--- src/rtl/qspi_bus_arbiter.sv ---
// qspi_bus_arbiter: round-robin sharing of the fast-domain register bus
// between NREQ requesters. One transaction is in flight at a time, and the
// single outstanding read is routed back to its owner. A watchdog abandons
// reads whose rvalid never arrives.
module qspi_bus_arbiter #(
  parameter int NREQ       = 2,
  parameter int DW         = 16,
  parameter int AW         = 22,
  parameter int TW         = 8,
  parameter int RD_TIMEOUT = 255
) (
  input  logic                 clk,
  input  logic                 rst_n,
  input  logic [NREQ-1:0]      req_wen,
  input  logic [NREQ-1:0]      req_ren,
  input  logic [NREQ*AW-1:0]   req_addr,
  input  logic [NREQ*DW-1:0]   req_wdata,
  output logic [NREQ-1:0]      req_gnt,
  output logic [DW-1:0]        req_rdata,
  output logic [NREQ-1:0]      req_rvalid,
  output logic [NREQ-1:0]      req_rerr,
  output logic [AW-1:0]        addr,
  output logic [DW-1:0]        wdata,
  output logic                 wen,
  output logic                 ren,
  input  logic [DW-1:0]        rdata,
  input  logic                 rvalid,
  output logic                 busy
);

  localparam int          PW = (NREQ > 1) ? $clog2(NREQ) : 1;
  localparam int unsigned NR = NREQ;

  typedef enum logic [1:0] {
    IDLE    = 2'd0,
    ISSUE   = 2'd1,
    WAIT_RD = 2'd2
  } state_t;

  state_t            state_q, state_d;
  logic [PW-1:0]     ptr_q, ptr_d;
  logic [PW-1:0]     owner_q, owner_d;
  logic [TW-1:0]     cnt_q, cnt_d;
  logic [AW-1:0]     addr_q, addr_d;
  logic [DW-1:0]     wdata_q, wdata_d;
  logic [DW-1:0]     rdata_q, rdata_d;
  logic              wen_q, wen_d;
  logic              ren_q, ren_d;
  logic              busy_q, busy_d;
  logic [NREQ-1:0]   gnt_q, gnt_d;
  logic [NREQ-1:0]   rvalid_q, rvalid_d;
  logic [NREQ-1:0]   rerr_q, rerr_d;

  logic              win_found;
  logic [PW-1:0]     win_idx;
  logic [PW-1:0]     cand_idx;
  int unsigned       cand;

  // Round-robin pick: first eligible requester scanning from ptr upward with wrap.
  always_comb begin
    win_found = 1'b0;
    win_idx   = '0;
    cand      = 0;
    cand_idx  = '0;
    for (int unsigned k = 0; k < NR; k++) begin
      cand     = (32'(ptr_q) + k) % NR;
      cand_idx = PW'(cand);
      if (!win_found && (req_wen[cand_idx] || req_ren[cand_idx])) begin
        win_found = 1'b1;
        win_idx   = cand_idx;
      end
    end
  end

  // Next-state and next-output computation for the IDLE/ISSUE/WAIT_RD sequence.
  always_comb begin
    state_d  = state_q;
    ptr_d    = ptr_q;
    owner_d  = owner_q;
    cnt_d    = cnt_q;
    addr_d   = addr_q;
    wdata_d  = wdata_q;
    rdata_d  = rdata_q;
    wen_d    = 1'b0;
    ren_d    = 1'b0;
    gnt_d    = '0;
    rvalid_d = '0;
    rerr_d   = '0;
    unique case (state_q)
      IDLE: begin
        if (win_found) begin
          addr_d         = req_addr[32'(win_idx)*AW +: AW];
          wdata_d        = req_wdata[32'(win_idx)*DW +: DW];
          wen_d          = req_wen[win_idx];
          // A write request shadows a simultaneous read from the same requester.
          ren_d          = req_ren[win_idx] & ~req_wen[win_idx];
          gnt_d[win_idx] = 1'b1;
          ptr_d          = (32'(win_idx) == NR - 1) ? '0 : win_idx + 1'b1;
          owner_d        = win_idx;
          state_d        = ISSUE;
        end
      end
      ISSUE: begin
        if (ren_q) begin
          state_d = WAIT_RD;
          cnt_d   = '0;
        end else begin
          state_d = IDLE;
        end
      end
      WAIT_RD: begin
        if (rvalid) begin
          rdata_d           = rdata;
          rvalid_d[owner_q] = 1'b1;
          state_d           = IDLE;
        end else if ((RD_TIMEOUT != 0) && (cnt_q == TW'(RD_TIMEOUT - 1))) begin
          rerr_d[owner_q] = 1'b1;
          state_d         = IDLE;
        end else if (cnt_q != '1) begin
          cnt_d = cnt_q + 1'b1;
        end
      end
      default: state_d = IDLE;
    endcase
    busy_d = (state_d != IDLE);
  end

  // Register all state and outputs; synchronous active-low reset clears everything.
  always_ff @(posedge clk) begin
    if (!rst_n) begin
      state_q  <= IDLE;
      ptr_q    <= '0;
      owner_q  <= '0;
      cnt_q    <= '0;
      addr_q   <= '0;
      wdata_q  <= '0;
      rdata_q  <= '0;
      wen_q    <= 1'b0;
      ren_q    <= 1'b0;
      busy_q   <= 1'b0;
      gnt_q    <= '0;
      rvalid_q <= '0;
      rerr_q   <= '0;
    end else begin
      state_q  <= state_d;
      ptr_q    <= ptr_d;
      owner_q  <= owner_d;
      cnt_q    <= cnt_d;
      addr_q   <= addr_d;
      wdata_q  <= wdata_d;
      rdata_q  <= rdata_d;
      wen_q    <= wen_d;
      ren_q    <= ren_d;
      busy_q   <= busy_d;
      gnt_q    <= gnt_d;
      rvalid_q <= rvalid_d;
      rerr_q   <= rerr_d;
    end
  end

  assign addr       = addr_q;
  assign wdata      = wdata_q;
  assign wen        = wen_q;
  assign ren        = ren_q;
  assign busy       = busy_q;
  assign req_gnt    = gnt_q;
  assign req_rdata  = rdata_q;
  assign req_rvalid = rvalid_q;
  assign req_rerr   = rerr_q;

endmodule
--- config.mk ---
export PLATFORM = sky130hd
export DESIGN_NAME = qspi_bus_arbiter
export DESIGN_NICKNAME = d
export VERILOG_FILES = /design/src/rtl/qspi_bus_arbiter.sv
export SDC_FILE = /design/constraint.sdc
export NUM_CORES = 1
export LEC_CHECK = 0
export CORE_ASPECT_RATIO = 1.25
export CORE_MARGIN = 1
export CORE_UTILIZATION = 40
export DETAILED_ROUTE_END_ITERATION = 8
export PLACE_DENSITY = 0.81
export SYNTH_ARGS = -nofsm -noshare
export SYNTH_HDL_FRONTEND = slang
export SYNTH_SLANG_ARGS = --single-unit
--- constraint.sdc ---
create_clock -name clk -period 2.1 [get_ports clk]
set_input_delay 0.315 -clock clk [delete_from_list [all_inputs] [get_ports clk]]
set_output_delay 0.315 -clock clk [all_outputs]
set_load 0.02 [all_outputs]
==> flow_summary.ini <==
[status]
status = finished clean

[critical_path]
startpoint = req_ren[1]
path_max_fanout = 78
cp_num_buf_inv = 2
critical_path_class = input pin to flop
critPathTopFamily = buffers and inverters
worst-endpoint-arrival_ps = 1940
rrSetupSlack_ps = 460
r2r-start = state_q[1]
start_kind = input pin
worst_path_max_delay_cell = nor4_1
reg2reg_depth = 3
rr_endpoint = cnt_q[7]
path_cells = clkdlybuf4s50_1 > nor4_1 > nor3_2 > buf_12 > mux2i_1 > nor2_1
critPathMaxStageDelay_ps = 520
cp.required_ps = 2320
crit_path_end_kind = flop

[sta]
setup_viol = 0
relSlewSlack_pct = 59.78
finalSetupTns_ps = 0
fin_skew_ps = 9.042
fmax_ghz = 0.5826
rsz0062_at_grt = no
period_needed_ps = 1716
finalMaxSlewViolations = 0
tightest_slew_ps = 601.8
fin_ws_ps = 383.6
finalHoldViolations = 0
holdWs_ps = 456.8
fin_crit_sh_pct = 81.73

[min_path]
hold-path-endpoint = req_rdata[0]
worstHoldStart = req_rdata[0]
hp-class = flop to flop
whs_path_depth = 2

[floorplan]
rows = 35
coreArea_um2 = 7488
die_area_um2 = 8196
die_x_um = 81.18
die_height_um = 101.0
start_util_pct = 41.85
ios = 162

[cts]
clock_sinks = 75
postCtsSetupBuffers = 0
cts-root-buf = clkbuf_8
worstSkewPairLatency_ps = 340
cts_tree = yes
cts_buffers = 9
cts-resized-gates = 0
clk_pin_slew_ps = 80
htreeDepth = 3
cts_buffer_depth = 2
cts_hold_buf = 0

[synthesis]
ys_seq_elements = 75
synthFlopType = dfxtp_1
syn_inst = 347
synth-edff-count = 0
synth.avg_cell_area_um2 = 9.032
ys_warn_count = 0
seq_area_frac_synth_pct = 47.90
async_flop_share_pct = 0
syn_nets = 448
ys_types = 39
syn_area_um2 = 3134

[global_routing]
antenna_found_initial = 0
grt_overflow = 0
grt_max_degree = 79
grt_pass1_vias = 2881
grt_pass1_wl_mm = 13.18
grt.total_usage_pct = 21.17

[place]
preCtsSetupSlack_ps = 97.56
numPortBuffers = 161
dpl.hpwl_mm = 6.359
dp_cells = 586
place_congestion = 0.8943

[finish]
diodes = 0
drive_above_1_share_pct = 6.471
syn_to_final_growth_pct = 61.52
nets = 606
final_cells = 602

[power]
vdd_drop_max_mv = 0.4624
p_per_area_nw_per_um2 = 684.1
p_leak_nw = 1.992

[run]
maxCapViolations = 0

[routing]
antenna_left = 0
firstDrtPassIters = 5
vias = 3081
remaining_drc_errors = 0
drt-initial-drc-count = 66
viasPerCell = 5.118
wirelength_mm = 8.407
avgRoutedWirePerCell_um = 13.97
-- state kept, by name, indices dropped and copies added (netlist names) --
register	cells
addr	22
req_rdata	16
wdata	16
cnt_q	8
req_gnt	2
req_rerr	2
req_rvalid	2
state_q	2
busy	1
owner_q	1
ptr_q	1
ren	1
wen	1
-- metal layers --
layer  vias up  global-route usage (%)  share of wire, %
li1       1552                       -                 -
met1      1391                   23.49                39
met2       127                   36.26                50
met3        11                   6.697               9.3
met4         0                   9.753               1.6
met5         -                       0                 0
-- kinds of logic after synthesis --
group           share of synthesized area [%]
buf+inv                                 3.872
flops                                   47.90
simple gates                            16.93
fa+ha+maj                              0.7983
mux                                     13.13
compound gates                          17.37
-- cell type report --
| class | instances | area (µm²) |
|---|---|---|
| flip-flops and latches | 75 | 1501 |
| clock inverters | 5 | 37.54 |
| clock buffers | 11 | 141.4 |
| repair buffers | 171 | 1724 |
| well taps | 92 | 115.1 |
| multi-input cells | 243 | 1524 |
| inverters | 5 | 18.77 |
| fillers | 613 | 2426 |
-- power by group --
| group | internal [mW] | leakage, nW | switching (mW) |
|---|---|---|---|
| combinational | 0.480 | 1.29 | 0.404 |
| clock | 0.465 | 0.0859 | 0.527 |
| sequential | 1.53 | 0.617 | 0.0598 |
| total | 2.47 | 1.99 | 0.992 |
-- worst max-delay path by stage --
stage / endpoint / slack (ps) / cells past startpoint
CTS: ren / 410 / 1
global placement: owner_q / 140 / 6
floorplan: cnt_q[7] / 600 / 3
global route: ptr_q / 310 / 6
detailed placement: ptr_q / 100 / 6
finish: ptr_q / 380 / 6
-- worst register-to-register path, stage by stage, from the launching register on --
cell     delay (ps)
dfxtp_1         460
or3b_4          450
or4_1           510
a31oi_1         160
-- synthesized netlist by cell type, types with 2 or more instances --
master | count | share of area (%)
o22ai_1 | 5 | 1.0
and3_1 | 2 | 0.40
ha_1 | 2 | 0.80
dfxtp_1 | 75 | 48
nor3_1 | 2 | 0.32
a211oi_1 | 40 | 9.6
clkbuf_1 | 13 | 1.6
mux2i_1 | 40 | 13
buf_2 | 10 | 1.6
and4_1 | 3 | 0.84
nor2_1 | 51 | 6.1
and2_1 | 2 | 0.40
nand3_1 | 4 | 0.64
a31oi_1 | 3 | 0.60
inv_1 | 5 | 0.60
nand2_1 | 46 | 5.5
a21oi_1 | 22 | 3.5
-- cell usage in the layout (no fill, tap or decap), types with 2 or more instances in the layout --
cell type and n:
clkbuf_8 10, nor2_1 51, a31oi_1 3, and2_1 2
nand2_1 46, nand3_1 4, inv_1 4, buf_12 3
a211oi_1 40, and4_1 3, dfxtp_1 75, o22ai_1 5
clkdlybuf4s50_1 161, a21oi_1 22, mux2i_1 40, and3_1 2
clkinvlp_4 2, ha_1 2, buf_4 7
-- per-stage QoR --
step	total power [mW]	util, %	instance area [µm²]
after floorplan	2.026	-	3134
after global placement	2.491	65.21	4883
after detailed placement	2.509	65.21	4883
after CTS	3.495	67.60	5062
after global routing	3.625	67.60	5062
final	3.463	67.60	5062
Power figures use the tool's default switching activity.
